--- src/rtl/arcade_input_pkg.sv ---
// Shared types and constants for the arcade input front-end.
package arcade_input_pkg;

    // Coin shaper states
    typedef enum logic [1:0] {
        ST_IDLE  = 2'd0,
        ST_PULSE = 2'd1,
        ST_LOCK  = 2'd2
    } coin_state_e;

    // Bit positions inside a MiSTer joystick word
    localparam int JOY_RIGHT = 0;
    localparam int JOY_LEFT  = 1;
    localparam int JOY_DOWN  = 2;
    localparam int JOY_UP    = 3;
    localparam int JOY_BTN0  = 4;

    // hps_io download index conventionally used for DIP switch data
    localparam int DSW_INDEX_DEFAULT = 254;

endpackage

--- src/rtl/arcade_input_ctrl_coin_shaper.sv ---
// Single-channel coin shaper: one fixed-width pulse per accepted rising edge,
// followed by a lockout window during which further edges are discarded.
module coin_shaper
    import arcade_input_pkg::*;
#(
    parameter int unsigned COIN_PULSE = 50000,
    parameter int unsigned COIN_LOCK  = 200000
) (
    input  logic clk_i,
    input  logic rst_ni,
    input  logic coin_i,
    output logic coin_o
);

    // Counter only needs to reach the longer of the two intervals minus one.
    localparam int unsigned CNT_MAX = (COIN_PULSE > COIN_LOCK) ? COIN_PULSE : COIN_LOCK;
    localparam int          CNT_W   = (CNT_MAX < 2) ? 1 : $clog2(CNT_MAX);
    localparam logic [CNT_W-1:0] PULSE_LAST = CNT_W'(COIN_PULSE - 1);
    localparam logic [CNT_W-1:0] LOCK_LAST  = (COIN_LOCK == 0) ? '0 : CNT_W'(COIN_LOCK - 1);

    coin_state_e      state_q, state_d;
    logic [CNT_W-1:0] cnt_q, cnt_d;
    logic             in_q;
    logic             prev_q;
    logic             rise;

    assign rise = in_q & ~prev_q;

    // State, interval counter and two-deep coin history
    always_ff @(posedge clk_i or negedge rst_ni) begin
        if (!rst_ni) begin
            state_q <= ST_IDLE;
            cnt_q   <= '0;
            in_q    <= 1'b0;
            prev_q  <= 1'b0;
        end else begin
            state_q <= state_d;
            cnt_q   <= cnt_d;
            in_q    <= coin_i;
            prev_q  <= in_q;
        end
    end

    // Next state: only IDLE listens to edges, so edges during PULSE/LOCK are lost
    always_comb begin
        state_d = state_q;
        cnt_d   = cnt_q;
        unique case (state_q)
            ST_IDLE: begin
                if (rise) begin
                    state_d = ST_PULSE;
                    cnt_d   = '0;
                end
            end
            ST_PULSE: begin
                if (cnt_q == PULSE_LAST) begin
                    cnt_d   = '0;
                    state_d = (COIN_LOCK == 0) ? ST_IDLE : ST_LOCK;
                end else begin
                    cnt_d = cnt_q + CNT_W'(1);
                end
            end
            ST_LOCK: begin
                if (cnt_q == LOCK_LAST) begin
                    cnt_d   = '0;
                    state_d = ST_IDLE;
                end else begin
                    cnt_d = cnt_q + CNT_W'(1);
                end
            end
            default: begin
                state_d = ST_IDLE;
                cnt_d   = '0;
            end
        endcase
    end

    // Output: coin is active exactly while in PULSE
    always_comb begin
        coin_o = (state_q == ST_PULSE);
    end

endmodule

--- src/rtl/arcade_input_ctrl.sv ---
// Joystick / DIP front-end between hps_io and an arcade core: registered
// directions with opposite-pair cancellation, autofire, coin shaping and DIP capture.
module arcade_input_ctrl
    import arcade_input_pkg::*;
#(
    parameter int unsigned NUM_PLAYERS = 2,
    parameter int unsigned NUM_BTN     = 3,
    parameter int unsigned DSW_BYTES   = 8,
    parameter logic [7:0]  DSW_INDEX   = 8'(DSW_INDEX_DEFAULT),
    parameter logic [7:0]  DSW_DEFAULT = 8'hFF,
    parameter int unsigned COIN_BIT    = 8,
    parameter int unsigned COIN_PULSE  = 50000,
    parameter int unsigned COIN_LOCK   = 200000,
    parameter int unsigned AF_DIV      = 400000,
    parameter bit          ACTIVE_LOW  = 1'b0
) (
    input  logic                           clk_sys,
    input  logic                           reset_n,
    input  logic [NUM_PLAYERS*16-1:0]      joy,
    input  logic [NUM_PLAYERS*NUM_BTN-1:0] af_en,
    input  logic                           ioctl_wr,
    input  logic [7:0]                     ioctl_index,
    input  logic [26:0]                    ioctl_addr,
    input  logic [7:0]                     ioctl_dout,
    output logic [NUM_PLAYERS*4-1:0]       dir_out,
    output logic [NUM_PLAYERS*NUM_BTN-1:0] btn_out,
    output logic [NUM_PLAYERS-1:0]         coin_out,
    output logic [DSW_BYTES*8-1:0]         dsw,
    output logic                           dsw_valid
);

    localparam logic [19:0] AF_LAST = 20'(AF_DIV - 1);

    logic [DSW_BYTES*8-1:0]         dsw_q;
    logic                           dsw_valid_q;
    logic                           dsw_hit;
    logic [19:0]                    af_cnt_q;
    logic                           af_phase_q;
    logic [NUM_PLAYERS*4-1:0]       dir_d, dir_q;
    logic [NUM_PLAYERS*NUM_BTN-1:0] btn_d, btn_q;
    logic [NUM_PLAYERS-1:0]         coin_raw;
    logic                           unused_joy;

    // Only a handful of joystick bits are consumed; fold the rest away.
    assign unused_joy = ^joy;

    assign dsw_hit = ioctl_wr && (ioctl_index == DSW_INDEX) &&
                     (ioctl_addr < 27'(DSW_BYTES));

    // DIP byte capture; any accepted write marks the set as valid
    always_ff @(posedge clk_sys or negedge reset_n) begin
        if (!reset_n) begin
            dsw_q       <= {DSW_BYTES{DSW_DEFAULT}};
            dsw_valid_q <= 1'b0;
        end else if (dsw_hit) begin
            for (int i = 0; i < int'(DSW_BYTES); i++) begin
                if (ioctl_addr == 27'(i)) begin
                    dsw_q[8*i +: 8] <= ioctl_dout;
                end
            end
            dsw_valid_q <= 1'b1;
        end
    end

    // Shared autofire prescaler; phase flips every AF_DIV cycles
    always_ff @(posedge clk_sys or negedge reset_n) begin
        if (!reset_n) begin
            af_cnt_q   <= '0;
            af_phase_q <= 1'b0;
        end else if (af_cnt_q == AF_LAST) begin
            af_cnt_q   <= '0;
            af_phase_q <= ~af_phase_q;
        end else begin
            af_cnt_q <= af_cnt_q + 20'd1;
        end
    end

    genvar gi, gb;
    for (gi = 0; gi < NUM_PLAYERS; gi++) begin : g_player
        logic [15:0] j;
        assign j = joy[16*gi +: 16];

        // Opposite directions pressed together cancel each other
        assign dir_d[4*gi + JOY_RIGHT] = j[JOY_RIGHT] & ~j[JOY_LEFT];
        assign dir_d[4*gi + JOY_LEFT]  = j[JOY_LEFT]  & ~j[JOY_RIGHT];
        assign dir_d[4*gi + JOY_DOWN]  = j[JOY_DOWN]  & ~j[JOY_UP];
        assign dir_d[4*gi + JOY_UP]    = j[JOY_UP]    & ~j[JOY_DOWN];

        // Autofire gates a held button with the shared phase
        for (gb = 0; gb < NUM_BTN; gb++) begin : g_btn
            assign btn_d[gi*NUM_BTN + gb] =
                j[JOY_BTN0 + gb] & (~af_en[gi*NUM_BTN + gb] | af_phase_q);
        end

        coin_shaper #(
            .COIN_PULSE (COIN_PULSE),
            .COIN_LOCK  (COIN_LOCK)
        ) u_coin (
            .clk_i  (clk_sys),
            .rst_ni (reset_n),
            .coin_i (j[COIN_BIT]),
            .coin_o (coin_raw[gi])
        );
    end

    // Output registers for directions and buttons, polarity applied before the flop
    always_ff @(posedge clk_sys or negedge reset_n) begin
        if (!reset_n) begin
            dir_q <= {(NUM_PLAYERS*4){ACTIVE_LOW}};
            btn_q <= {(NUM_PLAYERS*NUM_BTN){ACTIVE_LOW}};
        end else begin
            dir_q <= dir_d ^ {(NUM_PLAYERS*4){ACTIVE_LOW}};
            btn_q <= btn_d ^ {(NUM_PLAYERS*NUM_BTN){ACTIVE_LOW}};
        end
    end

    assign dir_out   = dir_q;
    assign btn_out   = btn_q;
    assign coin_out  = coin_raw ^ {NUM_PLAYERS{ACTIVE_LOW}};
    assign dsw       = dsw_q;
    assign dsw_valid = dsw_valid_q;

endmodule

--- config.mk ---
export PLATFORM = sky130hd
export DESIGN_NAME = arcade_input_ctrl
export DESIGN_NICKNAME = d
export VERILOG_FILES = /design/src/rtl/arcade_input_pkg.sv /design/src/rtl/arcade_input_ctrl_coin_shaper.sv /design/src/rtl/arcade_input_ctrl.sv
export SDC_FILE = /design/constraint.sdc
export NUM_CORES = 1
export LEC_CHECK = 0
export ABC_AREA = 1
export BUFFER_PORTS_ARGS = -buffer_cell sky130_fd_sc_hd__buf_2
export CORE_MARGIN = 3
export CORE_UTILIZATION = 48
export DETAILED_ROUTE_END_ITERATION = 8
export GPL_TIMING_DRIVEN = 0
export PLACE_DENSITY = 0.8
export SETUP_SLACK_MARGIN = 0.4
export SLEW_MARGIN = 30
export SYNTH_ARGS = -nofsm -noshare
export SYNTH_HDL_FRONTEND = slang
export SYNTH_SLANG_ARGS = --single-unit
export TNS_END_PERCENT = 30
--- constraint.sdc ---
create_clock -name clk_sys -period 2.8 [get_ports clk_sys]
set_input_delay 0.28 -clock clk_sys [delete_from_list [all_inputs] [get_ports clk_sys]]
set_output_delay 0.28 -clock clk_sys [all_outputs]
set_load 0.02 [all_outputs]
==> out/metrics.csv <==
metric,value,unit
run status,finished clean,
Crit path largest cell delay,0.44,ns
"Seq/Total Area, Yosys",0.493,
CP max FO,10,
pin count of the biggest net entering global routing,86,
clock latency at the later pin of the worst-skew pair,0.42,ns
fin crit period,2.05,ns
top cell type's share of synthesized area,0.268,
kind of cell with the highest combined delay on the critical path,buffers and inverters,
top post-synthesis cells by area,"sky130_fd_sc_hd__dfrtp_1, sky130_fd_sc_hd__dfstp_2, sky130_fd_sc_hd__nand2_1, sky130_fd_sc_hd__nand3_1, sky130_fd_sc_hd__nor2_1",
"leading cell type in the layout, fill and taps excluded",sky130_fd_sc_hd__nand2_1,
number of synthesized register bits,144,
startpoint types,flop,
global-route wire length before repair,29800,um
routability congestion estimate,0.925,
static leakage,4.72,nW
unrepaired setup endpoints after global routing,no,
layout cell share with drive strength beyond 1,0.252,
antenna violations before repair,0,
number of port buffers,140,
Placement Rows,44,
count of buffer and inverter cells on the critical path,3,
fin. max-slew vios,0,
global-route met1 utilization,0.287,
detailed-router iteration count before antenna repair,5,
post-synthesis cell type with the largest combined area,sky130_fd_sc_hd__dfrtp_1,
fin nets,1192,
Max-Slew Margin vs Limit,0.564,
number of setup buffers added after CTS,0,
data arrival time at the worst-slack endpoint,2.32,ns
"Remaining Overflow, GRT",0,
"Hold Violations, Final",0,
register clock-pin slew on the reported worst setup and hold paths,0.06,ns
number of top-level pins,165,
fmax,0.489,GHz
Core Box Area,0.0149,sq mm
type of the worst setup path,flop to flop,
Worst Skew,0.00420,ns
busiest layer in global routing,met2,
clock sink count,144,
worst slack at placement,0.810,ns
global-route met3 utilization,0.0679,
GR Util All Layers,0.220,
number of global-route vias before repair,6318,
initial DRC count,491,
diode insertion count for antenna repair,0,
CTS tree,done,
Clock Root Buffer,sky130_fd_sc_hd__clkbuf_16,
Max rail drop VDD,0.445,mV
routed wire length,18200,um
most frequent cells in the layout,"sky130_fd_sc_hd__nand2_1, sky130_fd_sc_hd__buf_2, sky130_fd_sc_hd__nand3_1, sky130_fd_sc_hd__nor2_1, sky130_fd_sc_hd__inv_1",
Die Y-Extent,131,um
Final Hold Slack,0.0150,ns
average wire per standard cell,14.0,um
worst hold path class,primary input to flop,
placed insts,1259,
routing usage on met2,0.352,
total nets after synthesis,1029,
period utilization,0.731,
Die X,131,um
DRC Markers,0,
total standard cell area after synthesis,0.00747,sq mm
critical path capture point type,flop,
Antenna Nets Post-Route,0,
Final Setup Violations,0,
worst-margin pin slew,0.654,ns
routed vias,6624,
Power Total,5.35,mW
total number of H-tree levels,4,
chain of cells forming the critical path,inv_1 -> ha_1 -> nand2_1 -> clkbuf_1 -> clkbuf_1 -> a21oi_1,
initial standard-cell utilization of the core,0.502,
mean number of vias per cell,5.12,
Power Dens Cells,590,mW/mm^2
distinct cell type count after synthesis,38,
Area Growth Syn to Fin,21.4,%
maximum buffer depth of the clock tree,2,
count of maximum capacitance violations,0,
hpwl dp,12900,um
Total Die Area,0.0171,sq mm
"slowest stage cell, crit path",sky130_fd_sc_hd__clkbuf_1,
final non-filler cell total,1293,
cell count after synthesis,934,
CP dominant cell by count,sky130_fd_sc_hd__clkbuf_1,
CTS Buf Count,17,
average cell area after synthesis,7.99,sq um
count of synthesis-stage warnings from yosys,0,
final worst setup slack,0.753,ns
data required time of the critical path,3.08,ns
[cells by family after synthesis]
group | Yosys count | share of synthesized area
AO/OA/AOI/OAI | 51 | 0.0375
XOR/XNOR | 26 | 0.0305
adder cells (fa/ha/maj) | 11 | 0.0184
buffers and inverters | 114 | 0.0657
flip-flops | 144 | 0.493
AND/OR/NAND/NOR | 588 | 0.354
[sequential cells by signal, summed over array words and instances (netlist names)]
signal	cells
g_player.u_coin.in_q	2
dsw	64
af_phase_q	1
g_player.u_coin.cnt_q	36
g_player.u_coin.prev_q	2
btn_out	6
dsw_valid	1
af_cnt_q	20
g_player.u_coin.state_q	4
dir_out	8
[through the flow]
| stage | TNS [ns] | utilization | area, sq um |
|---|---|---|---|
| 6_report | 0 | 0.610 | 9070 |
| 5_1_grt | 0 | 0.610 | 9070 |
| 4_1_cts | 0 | 0.610 | 9070 |
| 3_5_place_dp | 0 | 0.567 | 8430 |
| 3_3_place_gp | -43.50 | 0.565 | 8400 |
| 2_1_floorplan | 0 | - | 7470 |
[cells in the mapped netlist, drive strengths merged]
cell type	number
o21ai	14
ha	11
nand3b	5
dfrtp	80
clkbuf	13
xnor2	5
clkinv	1
nor3	15
nand2	300
nand4	24
inv	89
dfstp	64
nor4	2
xor2	21
nand3	117
or2	6
a21oi	27
a21boi	6
a21o	1
buf	11
o21bai	3
nor3b	1
nor2	118
[layer usage]
metal,routed length (um),vias up
met5,0,-
met4,337,0
met3,1460,25
met2,8670,197
met1,7680,3101
li1,-,3301
[final cells by class]
class / count / area, sq um
fill: 1301 / 5800
inverter: 90 / 338
multi-input combinational: 676 / 3290
timing repair buffer: 144 / 768
sequential: 144 / 3680
tap: 184 / 230
clock inverter: 10 / 161
clock buffer: 21 / 440
buffer: 24 / 153
[report_power, final]
part           total (mW)  switching, mW  internal, mW
Sequential           2.18         0.0411          2.14
Combinational       0.828          0.587         0.241
Clock                2.34          0.851          1.49
[worst paths after layout]
check	startpoint	endpoint	slack, ns	cells past startpoint
worst max-delay path	g_player[1].u_coin.state_q[0]$_DFFE_PN0P_	g_player[1].u_coin.cnt_q[4]$_DFFE_PN0P_	0.75	6
worst min-delay path	joy[17]	dir_out[4]$_DFF_PN0_	0.01	2
worst max register to register	g_player[1].u_coin.state_q[0]$_DFFE_PN0P_	g_player[1].u_coin.cnt_q[4]$_DFFE_PN0P_	0.75	6
worst min register to register	g_player[1].u_coin.in_q$_DFF_PN0_	g_player[1].u_coin.prev_q$_DFF_PN0_	0.38	0
max in group asynchronous	reset_n	dsw[34]$_DFFE_PN1P_	1.64	3
min in group asynchronous	reset_n	g_player[0].u_coin.cnt_q[7]$_DFFE_PN0P_	0.36	2
[what timing repair did]
item                       in CTS  in global routing
hold endpoints to repair       16                  0
setup endpoints to repair       0                  0
hold buffers                    3                  0
gates resized for setup         0                  0
Power figures use the tool's default switching activity.
